### src/rtl/wb_pkg.sv
// Shared types and constants for the writeback arbiter.
package wb_pkg;

  localparam int unsigned XLEN          = 32;
  localparam int unsigned REG_AW        = 5;
  localparam int unsigned LD_FIFO_DEPTH = 4;

  typedef struct packed {
    logic [REG_AW-1:0] rd;
    logic [XLEN-1:0]   wd;
  } wb_req_t;

  // One-hot of a destination register; x0 never produces a bit.
  function automatic logic [31:0] rd_onehot(logic [REG_AW-1:0] rd);
    logic [31:0] oh;
    oh = 32'd0;
    if (rd != '0) oh[rd] = 1'b1;
    return oh;
  endfunction

endpackage

### src/rtl/wb_arbiter_if.sv
// Writeback bus bundle: ALU/load sources, issue marks and register-file write port.
// Optional bypass read ports are present only when WB_BYPASS_EN is defined.
interface wb_arbiter_if;
  import wb_pkg::*;

  logic              alu_valid;
  logic [REG_AW-1:0] alu_rd;
  logic [XLEN-1:0]   alu_wd;
  logic              ld_valid;
  logic              ld_ready;
  logic [REG_AW-1:0] ld_rd;
  logic [XLEN-1:0]   ld_wd;
  logic              iss_valid;
  logic [REG_AW-1:0] iss_rd;
  logic [31:0]       pend_mask;
  logic              rf_we;
  logic [REG_AW-1:0] rf_rd;
  logic [XLEN-1:0]   rf_wd;
`ifdef WB_BYPASS_EN
  logic [REG_AW-1:0] byp_rs1;
  logic [REG_AW-1:0] byp_rs2;
  logic [XLEN-1:0]   rf_rd1;
  logic [XLEN-1:0]   rf_rd2;
  logic [XLEN-1:0]   byp_rd1;
  logic [XLEN-1:0]   byp_rd2;
`endif

  modport slave (
    input  alu_valid, alu_rd, alu_wd, ld_valid, ld_rd, ld_wd, iss_valid, iss_rd,
    output ld_ready, pend_mask, rf_we, rf_rd, rf_wd
`ifdef WB_BYPASS_EN
    , input byp_rs1, byp_rs2, rf_rd1, rf_rd2,
    output byp_rd1, byp_rd2
`endif
  );

  modport master (
    output alu_valid, alu_rd, alu_wd, ld_valid, ld_rd, ld_wd, iss_valid, iss_rd,
    input  ld_ready, pend_mask, rf_we, rf_rd, rf_wd
`ifdef WB_BYPASS_EN
    , output byp_rs1, byp_rs2, rf_rd1, rf_rd2,
    input byp_rd1, byp_rd2
`endif
  );

endinterface

### src/rtl/wb_fifo.sv
// Synchronous FIFO of load returns; pointers carry an extra wrap bit for full/empty.
module wb_fifo
  import wb_pkg::*;
#(
  parameter int unsigned Depth = LD_FIFO_DEPTH
) (
  input  logic    clk,
  input  logic    rst_n,
  input  logic    push,
  input  wb_req_t push_data,
  input  logic    pop,
  output wb_req_t head,
  output logic    full,
  output logic    empty
);

  localparam int unsigned AW = $clog2(Depth);
  localparam logic [AW:0] PtrOne = {{AW{1'b0}}, 1'b1};

  logic [AW:0] wr_ptr_q, rd_ptr_q;
  wb_req_t     mem_q [Depth];
  logic        do_push, do_pop;

  assign empty   = (wr_ptr_q == rd_ptr_q);
  assign full    = (wr_ptr_q[AW] != rd_ptr_q[AW]) && (wr_ptr_q[AW-1:0] == rd_ptr_q[AW-1:0]);
  assign do_push = push && !full;
  assign do_pop  = pop && !empty;
  assign head    = mem_q[rd_ptr_q[AW-1:0]];

  always_ff @(posedge clk or negedge rst_n) begin
    if (!rst_n) begin
      wr_ptr_q <= '0;
      rd_ptr_q <= '0;
    end else begin
      if (do_push) wr_ptr_q <= wr_ptr_q + PtrOne;
      if (do_pop)  rd_ptr_q <= rd_ptr_q + PtrOne;
    end
  end

  // Storage needs no reset: empty pointers hide stale contents.
  always_ff @(posedge clk) begin
    if (do_push) mem_q[wr_ptr_q[AW-1:0]] <= push_data;
  end

endmodule

### src/rtl/wb_arbiter.sv
// Writeback arbiter: ALU results take strict priority over buffered load returns into
// the register-file write port; tracks pending loads. Optional bypass: WB_BYPASS_EN.
module wb_arbiter
  import wb_pkg::*;
#(
  parameter int unsigned LD_FIFO_DEPTH = wb_pkg::LD_FIFO_DEPTH
) (
  input logic         clk,
  input logic         rst_n,
  wb_arbiter_if.slave bus
);

  wb_req_t           head, push_data;
  logic              fifo_full, fifo_empty, push, pop;
  logic              rf_we_q;
  logic [REG_AW-1:0] rf_rd_q;
  logic [XLEN-1:0]   rf_wd_q;
  logic [31:0]       pend_q, pend_d;

  assign bus.ld_ready = !fifo_full;
  assign push         = bus.ld_valid && !fifo_full;
  assign pop          = !bus.alu_valid && !fifo_empty;
  assign push_data    = '{rd: bus.ld_rd, wd: bus.ld_wd};

  wb_fifo #(
    .Depth(LD_FIFO_DEPTH)
  ) u_fifo (
    .clk      (clk),
    .rst_n    (rst_n),
    .push     (push),
    .push_data(push_data),
    .pop      (pop),
    .head     (head),
    .full     (fifo_full),
    .empty    (fifo_empty)
  );

  always_ff @(posedge clk or negedge rst_n) begin
    if (!rst_n) begin
      rf_we_q <= 1'b0;
      rf_rd_q <= '0;
      rf_wd_q <= '0;
    end else if (bus.alu_valid) begin
      rf_we_q <= (bus.alu_rd != '0);
      rf_rd_q <= bus.alu_rd;
      rf_wd_q <= bus.alu_wd;
    end else if (!fifo_empty) begin
      rf_we_q <= (head.rd != '0);
      rf_rd_q <= head.rd;
      rf_wd_q <= head.wd;
    end else begin
      rf_we_q <= 1'b0;
    end
  end

  // Clear on pop first so a same-cycle issue to the same register wins.
  always_comb begin
    pend_d = pend_q;
    if (pop)           pend_d = pend_d & ~rd_onehot(head.rd);
    if (bus.iss_valid) pend_d = pend_d | rd_onehot(bus.iss_rd);
    pend_d[0] = 1'b0;
  end

  always_ff @(posedge clk or negedge rst_n) begin
    if (!rst_n) pend_q <= '0;
    else        pend_q <= pend_d;
  end

  assign bus.pend_mask = pend_q;
  assign bus.rf_we     = rf_we_q;
  assign bus.rf_rd     = rf_rd_q;
  assign bus.rf_wd     = rf_wd_q;

`ifdef WB_BYPASS_EN
  // Forward the in-flight write to decode reads, hiding the write-to-read gap.
  always_comb begin
    bus.byp_rd1 = bus.rf_rd1;
    bus.byp_rd2 = bus.rf_rd2;
    if (rf_we_q && (rf_rd_q == bus.byp_rs1) && (bus.byp_rs1 != '0)) bus.byp_rd1 = rf_wd_q;
    if (rf_we_q && (rf_rd_q == bus.byp_rs2) && (bus.byp_rs2 != '0)) bus.byp_rd2 = rf_wd_q;
  end
`endif

endmodule

### src/flat_wrapper.sv
// flat-port wrapper written by rule: the top's interface ports become plain ports
module wb_arbiter_flat import wb_pkg::*;
#(
  parameter int unsigned LD_FIFO_DEPTH = wb_pkg::LD_FIFO_DEPTH
)
  (clk, rst_n, bus_alu_valid, bus_alu_rd, bus_alu_wd, bus_ld_valid, bus_ld_rd, bus_ld_wd, bus_iss_valid, bus_iss_rd, bus_ld_ready, bus_pend_mask, bus_rf_we, bus_rf_rd, bus_rf_wd);
  wb_arbiter_if bus_i ();
  input logic clk;
  input logic rst_n;
  input wire logic [$bits(bus_i.alu_valid)-1:0] bus_alu_valid;
  input wire logic [$bits(bus_i.alu_rd)-1:0] bus_alu_rd;
  input wire logic [$bits(bus_i.alu_wd)-1:0] bus_alu_wd;
  input wire logic [$bits(bus_i.ld_valid)-1:0] bus_ld_valid;
  input wire logic [$bits(bus_i.ld_rd)-1:0] bus_ld_rd;
  input wire logic [$bits(bus_i.ld_wd)-1:0] bus_ld_wd;
  input wire logic [$bits(bus_i.iss_valid)-1:0] bus_iss_valid;
  input wire logic [$bits(bus_i.iss_rd)-1:0] bus_iss_rd;
  output wire logic [$bits(bus_i.ld_ready)-1:0] bus_ld_ready;
  output wire logic [$bits(bus_i.pend_mask)-1:0] bus_pend_mask;
  output wire logic [$bits(bus_i.rf_we)-1:0] bus_rf_we;
  output wire logic [$bits(bus_i.rf_rd)-1:0] bus_rf_rd;
  output wire logic [$bits(bus_i.rf_wd)-1:0] bus_rf_wd;
  assign bus_i.alu_valid = bus_alu_valid;
  assign bus_i.alu_rd = bus_alu_rd;
  assign bus_i.alu_wd = bus_alu_wd;
  assign bus_i.ld_valid = bus_ld_valid;
  assign bus_i.ld_rd = bus_ld_rd;
  assign bus_i.ld_wd = bus_ld_wd;
  assign bus_i.iss_valid = bus_iss_valid;
  assign bus_i.iss_rd = bus_iss_rd;
  assign bus_ld_ready = bus_i.ld_ready;
  assign bus_pend_mask = bus_i.pend_mask;
  assign bus_rf_we = bus_i.rf_we;
  assign bus_rf_rd = bus_i.rf_rd;
  assign bus_rf_wd = bus_i.rf_wd;
  wb_arbiter #(.LD_FIFO_DEPTH(LD_FIFO_DEPTH)) u_core (.clk(clk), .rst_n(rst_n), .bus(bus_i));
endmodule
### config.mk
export PLATFORM = sky130hd
export DESIGN_NAME = wb_arbiter_flat
export DESIGN_NICKNAME = d
export VERILOG_FILES = /design/src/rtl/wb_pkg.sv /design/src/rtl/wb_arbiter_if.sv /design/src/rtl/wb_fifo.sv /design/src/rtl/wb_arbiter.sv /design/src/flat_wrapper.sv
export SDC_FILE = /design/constraint.sdc
export NUM_CORES = 1
export LEC_CHECK = 0
export CORE_MARGIN = 4
export CORE_UTILIZATION = 50
export DETAILED_ROUTE_END_ITERATION = 10
export PLACE_DENSITY = 0.76
export SYNTH_ARGS = -nofsm -noshare
export SYNTH_HDL_FRONTEND = slang
export SYNTH_SLANG_ARGS = --single-unit
export TNS_END_PERCENT = 10
### constraint.sdc
create_clock -name clk -period 3.6 [get_ports clk]
set_input_delay 1.08 -clock clk [delete_from_list [all_inputs] [get_ports clk]]
set_output_delay 1.08 -clock clk [all_outputs]
set_load 0.01 [all_outputs]
==> run_results.csv, run 1 <==
group,metric,value,unit
logic_synthesis,async_reset_ff_share,33.6,%
clocking,tritoncts,"yes",
worst_setup_path,launching_element_of_the_worst_setup_path,"u_core.u_fifo.wr_ptr_q[1]$_DFFE_PN0P_",
clocking,clk_path_buf_depth,3,
finish,final-seq-area,6320,sq um
global_route,globalRoute.totalOverflow,0,
logic_synthesis,yosysUniqueCellTypes,35,
finish,multi_input_area,2540,sq um
floorplan,fp.dieArea,20200,sq um
routing,wl_per_cell,20.7,um
floorplan,initial_utilization,51.5,%
worst_setup_path,worst-endpoint-arrival,2.08,ns
logic_synthesis,synthesis.yosys.warnings,0,
outcome,run_status,"completed",
timing,maxClockFrequency,317,MHz
worst_setup_path,timing.reg2reg.worst_path_depth,5,
timing,rsz0062_at_grt,"no",
routing,detail_route.vias_per_cell,5.71,
clocking,cts.sink_count,223,
finish,syn2layout_area_growth,27.3,%
power_and_ir_drop,power.share.clock,22.3,%
logic_synthesis,synth_top_cell_area_share,49.4,%
clocking,cts_buffer_count,23,
logic_synthesis,synth_enable_flop_cells,148,
logic_synthesis,seq_area_frac_synth,70.2,%
timing,slew_violations,0,
worst_setup_path,critPathMaxStageDelay,0.54,ns
worst_setup_path,cpMaxStageDelayCell,"clkdlybuf4s50_1",
logic_synthesis,avgSynthCellArea,15.8,sq um
power_and_ir_drop,power_leakage,4.28,nW
floorplan,std_cell_rows,48,
worst_setup_path,critical_path.cell_chain,"xnor2_1 -> nand3_1 -> clkdlybuf4s50_1",
timing,final.setup.tns,0,ns
power_and_ir_drop,seqPwrFrac,40.1,%
logic_synthesis,syn_inst,569,
floorplan,die_y,142,um
worst_setup_path,critPathTopFamily,"buffers and inverters",
routing,dr.first_iter.drc_count,375,
clocking,post_cts.repair.setup_buffers,0,
worst_setup_path,critical_path_buf_inv_count,1,
clocking,clock_tree.htree_level_count,1,
power_and_ir_drop,internal-power,6.65,mW
finish,fin_nets,818,
logic_synthesis,yosys.cell_count.top_type,"edfxtp_1",
worst_setup_path,timing.rr.start,"u_core.u_fifo.rd_ptr_q[0]$_DFFE_PN0P_",
global_route,antenna_found_initial,0,
logic_synthesis,synth_top_cells_by_area,"edfxtp_1 49%, dfrtp_1 21%, mux4_2 9.3%",
routing,drt_pre_antenna_iters,5,
logic_synthesis,synthesis.nets,658,
finish,insertedDiodeCount,0,
timing,worst_slew_pin_slew,0.991,ns
worst_setup_path,critical_path.endpoint,"bus_ld_ready",
finish,nFillCells,1190,
global_route,grt_use_total,20.0,%
logic_synthesis,ys.flop_type,"edfxtp_1",
timing,final_cycle_share,87.7,%
routing,drc_errors,0,
power_and_ir_drop,vdd_drop_max,0.000507,V
worst_setup_path,critical_path_peak_fanout,4,
timing,final_period_minus_worst_setup_slack,3.16,ns
power_and_ir_drop,switching_share,31.9,%
worst_setup_path,worstSetupStartpointType,"flop",
finish,post_route_cells_drive_above_1_share,12.9,%
global_route,grt_first_pass_wirelength,31.5,mm
worst_setup_path,criticalPathCategory,"flop to output port",
worst_setup_path,required,2.52,ns
placed_design,placement.cell_area,10800,sq um
power_and_ir_drop,p_per_area,853,nW/um^2
floorplan,core,17500,sq um
placed_design,gp_congestion,0.870,
timing,finalSetupViolCount,0,
timing,finalHoldWorstSlack,0.500,ns
global_route,number_of_global_route_vias_before_repair,5642,
logic_synthesis,ys_seq_elements,223,
job,drv_cap,0,
routing,antenna_left,0,
routing,routed_wl,20.1,mm
clocking,clk_latency,0.49,ns
clocking,cts.root.buffer_cell,"clkbuf_16",
timing,timing.slew.headroom,33.9,%
logic_synthesis,ys_top_cells_by_count,"148 x edfxtp_1, 75 x dfrtp_1, 50 x o21ai_0, 43 x nand2_1, 43 x nor2_1",
worst_setup_path,critical_path_cell_count,3,
worst_setup_path,critical_path.reg2reg.endpoint,"u_core.bus.pend_mask[9]$_DFF_PN0_",
placed_design,place_hpwl,13.1,mm
power_and_ir_drop,switching_power,3.12,mW
hold_path,timing.hold.worst.class,"flop to flop",
clocking,cts_hold_buf,0,
logic_synthesis,synth_top_area_cell,"edfxtp_1",
finish,fin_area,11500,sq um
worst_setup_path,reg2reg_slack,0.90,ns
logic_synthesis,synthesis.area,9000,sq um
power_and_ir_drop,share_comb_of_total_power,37.7,%
timing,finalHoldViolCount,0,
placed_design,portBuffers,153,
routing,vias,5536,
global_route,maximum_number_of_pins_on_one_net_before_global_route_repair,76,
floorplan,die_width,142,um
clocking,clkTransAtPathRegs,0.06,ns
clocking,postCtsResizedCells,0,
timing,finalClockSkew,0.00687,ns
worst_setup_path,endpoint_kind,"output port",
floorplan,top_level_ports,155,
[through the flow]
step	utilization, %	setup slack, ns	power [mW]	cells
after floorplan	-	0.772	6.11	569
after global placement	61.6	0.709	7.51	929
after detailed placement	61.6	0.636	7.64	929
after CTS	65.6	0.426	9.87	970
after global routing	65.6	0.351	10.3	970
final	65.6	0.444	9.77	970
[logic make-up after synthesis]
family / after synthesis / synth area share, %
AOI/OAI and AO/OA: 92 / 6.36
xor gates and xnor gates: 8 / 0.778
adders and majority gates: 5 / 0.695
buffers and inverters: 33 / 1.74
DFF: 223 / 70.2
muxes: 75 / 13.5
other: 1 / 0.0416
and+or+nand+nor: 132 / 6.70
[metal layers]
| metal | routed length (um) | vias to the layer above | track usage (%) |
|---|---|---|---|
| met2 | 9980 | 242 | 33.9 |
| met3 | 1780 | 26 | 4.30 |
| met4 | 245 | 0 | 3.99 |
| met5 | 0 | - | 0 |
| li1 | - | 2503 | - |
| met1 | 8050 | 2765 | 27.1 |
[placed cells by master (no fill, tap or decap), drive strengths merged]
cell type / netlist / layout
a21oi: 16 / 16
a2bb2oi: 2 / 2
a31oi: 4 / 4
and2: 5 / 5
and3: 3 / 3
and3b: 1 / 1
buf: 12 / 14
bufinv: 0 / 1
clkbuf: 18 / 31
clkdlybuf4s50: 0 / 151
clkinv: 0 / 9
conb: 1 / 1
dfrtp: 75 / 75
edfxtp: 148 / 148
ha: 5 / 5
inv: 3 / 3
mux2: 1 / 1
mux2i: 37 / 37
mux4: 37 / 37
nand2: 43 / 43
nand2b: 2 / 2
nand3: 6 / 6
nand3b: 6 / 6
nor2: 45 / 45
nor2b: 2 / 2
nor3: 14 / 14
nor4: 2 / 2
o211ai: 4 / 4
o21ai: 50 / 50
o22a: 4 / 4
o32a: 12 / 12
or3b: 3 / 3
xnor2: 5 / 5
xor2: 3 / 3
[power groups by stage]
| stage | registers (mW) | clock network [mW] | logic, mW |
|---|---|---|---|
| 6_report | 3.92 | 2.18 | 3.68 |
| 5_1_grt | 3.98 | 2.35 | 3.97 |
| 4_1_cts | 3.92 | 2.23 | 3.73 |
| 3_5_place_dp | 3.95 | 0 | 3.70 |
| 3_3_place_gp | 3.89 | 0 | 3.62 |
| 2_1_floorplan | 4.04 | 0 | 2.07 |
[flip-flops by register name, summed over array words and instances, names as in the netlist]
| register | cells |
|---|---|
| u_core.u_fifo.mem_q | 148 |
| u_core.bus.rf_wd | 32 |
| u_core.bus.pend_mask | 31 |
| u_core.bus.rf_rd | 5 |
| u_core.u_fifo.rd_ptr_q | 3 |
| u_core.u_fifo.wr_ptr_q | 3 |
| u_core.bus.rf_we | 1 |
[cell type report]
type                    count  share of cell area, %
multi-input cells         313                   22.1
flip-flops and latches    223                   55.2
clock inverters            10                  0.611
inverters                   3                 0.0982
repair buffers            165                   14.1
clock buffers              31                   5.46
well taps                 225                   2.46
[worst min-delay path by stage]
stage | startpoint | to | slack, ns | depth (start not counted)
after floorplan | u_core.u_fifo.wr_ptr_q[2]$_DFFE_PN0P_ | u_core.u_fifo.wr_ptr_q[2]$_DFFE_PN0P_ | 0.50 | 1
after global placement | u_core.bus.pend_mask[28]$_DFF_PN0_ | u_core.bus.pend_mask[28]$_DFF_PN0_ | 0.49 | 1
after detailed placement | u_core.bus.pend_mask[28]$_DFF_PN0_ | u_core.bus.pend_mask[28]$_DFF_PN0_ | 0.49 | 1
after CTS | u_core.bus.pend_mask[28]$_DFF_PN0_ | u_core.bus.pend_mask[28]$_DFF_PN0_ | 0.50 | 1
after global routing | u_core.bus.pend_mask[28]$_DFF_PN0_ | u_core.bus.pend_mask[28]$_DFF_PN0_ | 0.52 | 1
final | u_core.bus.pend_mask[28]$_DFF_PN0_ | u_core.bus.pend_mask[28]$_DFF_PN0_ | 0.50 | 1
No activity file was read; power rests on OpenSTA's default activity.
==> run 2: changes to the inputs <==
- CTS_CLUSTER_DIAMETER: not set -> 120
- clock period: 3.6 -> 3.61 ns (I/O delays scaled with it)
==> run_results.csv, run 2 (synthesis results as in run 1) <==
group,metric,value,unit
global_route,antenna_found_initial,0,
timing,finalHoldWorstSlack,0.508,ns
timing,finalClockSkew,0.0210,ns
floorplan,top_level_ports,155,
outcome,run_status,"completed",
global_route,number_of_global_route_vias_before_repair,5734,
floorplan,core,17500,sq um
power_and_ir_drop,power_leakage,4.30,nW
timing,finalSetupViolCount,0,
finish,post_route_cells_drive_above_1_share,13.4,%
worst_setup_path,worstSetupStartpointType,"flop",
finish,layout_common_cells,"151 x clkdlybuf4s50_1, 148 x edfxtp_1, 73 x dfrtp_1",
worst_setup_path,critical_path_peak_fanout,4,
routing,detail_route.vias_per_cell,5.62,
timing,rsz0062_at_grt,"no",
worst_setup_path,criticalPathCategory,"flop to output port",
clocking,post_cts.repair.setup_buffers,0,
placed_design,portBuffers,153,
finish,fin_nets,818,
timing,slew_violations,0,
clocking,cts.sink_count,223,
clocking,clk_latency,0.50,ns
timing,finalHoldViolCount,0,
finish,insertedDiodeCount,0,
hold_path,timing.hold.worst.class,"flop to flop",
worst_setup_path,worst-endpoint-arrival,2.06,ns
finish,final-instance-count-excl-fill,971,
timing,worst_slew_pin_slew,1.01,ns
routing,drc_errors,0,
placed_design,place_hpwl,13.0,mm
routing,dr.first_iter.drc_count,409,
hold_path,hold_path_origin,"u_core.bus.pend_mask[31]$_DFF_PN0_",
worst_setup_path,endpoint_kind,"output port",
timing,final.setup.tns,0,ns
timing,final_period_minus_worst_setup_slack,3.14,ns
power_and_ir_drop,vdd_drop_max,0.000524,V
placed_design,placed_cells_incl_taps,929,
floorplan,die_y,142,um
finish,syn2layout_area_growth,27.9,%
clocking,postCtsResizedCells,0,
finish,layout_commonest_cell,"clkdlybuf4s50_1",
global_route,maximum_number_of_pins_on_one_net_before_global_route_repair,76,
clocking,tritoncts,"yes",
finish,largest_register_ffs,148,
power_and_ir_drop,p_per_area,857,nW/um^2
placed_design,gp_congestion,0.869,
clocking,clk_path_buf_depth,3,
timing,final_cycle_share,86.9,%
routing,drt_pre_antenna_iters,4,
clocking,cts.root.buffer_cell,"clkbuf_16",
floorplan,std_cell_rows,48,
worst_setup_path,required,2.53,ns
timing,timing.slew.headroom,32.9,%
clocking,cts_buffer_count,23,
clocking,clkTransAtPathRegs,0.06,ns
clocking,clock_tree.htree_level_count,1,
floorplan,fp.dieArea,20200,sq um
routing,routed_wl,19.9,mm
global_route,globalRoute.totalOverflow,0,
clocking,cts_hold_buf,0,
global_route,grt_use_total,19.8,%
worst_setup_path,launching_element_of_the_worst_setup_path,"u_core.u_fifo.wr_ptr_q[1]$_DFFE_PN0P_",
routing,vias,5456,
worst_setup_path,timing.rr.start,"u_core.u_fifo.rd_ptr_q[0]$_DFFE_PN0P_",
job,drv_cap,0,
timing,maxClockFrequency,319,MHz
global_route,grt_first_pass_wirelength,31.3,mm
routing,wl_per_cell,20.5,um
floorplan,die_width,142,um
routing,antenna_left,0,
floorplan,initial_utilization,51.5,%
## run 2: path summary, 6_finish.rpt
path | to | slack, ns | cells after the start
worst max-delay path | bus_ld_ready | 0.47 | 3
worst min-delay path | u_core.bus.pend_mask[31]$_DFF_PN0_ | 0.51 | 1
worst max register to register | u_core.bus.pend_mask[11]$_DFF_PN0_ | 0.84 | 5
worst min register to register | u_core.bus.pend_mask[31]$_DFF_PN0_ | 0.51 | 1
max in group asynchronous | u_core.u_fifo.rd_ptr_q[0]$_DFFE_PN0P_ | 2.15 | 1
min in group asynchronous | u_core.bus.pend_mask[16]$_DFF_PN0_ | 0.76 | 1
## run 2: per-stage QoR
step                      utilization [%]  setup WS, ns  area (sq um)  power (mW)
after global placement               61.6         0.714         10800        7.49
after CTS                            65.9         0.437         11500        9.96
after detailed placement             61.6         0.643         10800        7.62
after global routing                 65.9         0.351         11500        10.4
final                                65.9         0.471         11500        9.87
after floorplan                         -         0.779          9000        6.09
## run 2: worst max-delay path, cell delays in order, from the launching register on
cell	delay [ns]
dfrtp_1	0.44
xnor2_1	0.44
nand3_1	0.16
clkdlybuf4s50_1	0.54
## run 2: cell type report
type,count,area [sq um]
sequential,223,6320
fill,1189,5960
clock buffer,29,628
multi-input combinational,313,2540
timing repair buffer,165,1610
inverter,3,11.3
tap,225,282
clock inverter,13,120
## run 2: power by group
group	total (mW)	internal (mW)	switching, mW	leakage (nW)
Clock	2.31	1.38	0.932	0.368
Sequential	3.89	3.55	0.341	2.26
Combinational	3.67	1.81	1.87	1.68
## run 2: routing by layer
layer / GRT usage, % / part of all wire, %
met5: 0 / 0
met2: 33.8 / 50
met1: 26.1 / 40
met4: 4.09 / 1.8
met3: 4.81 / 8.2
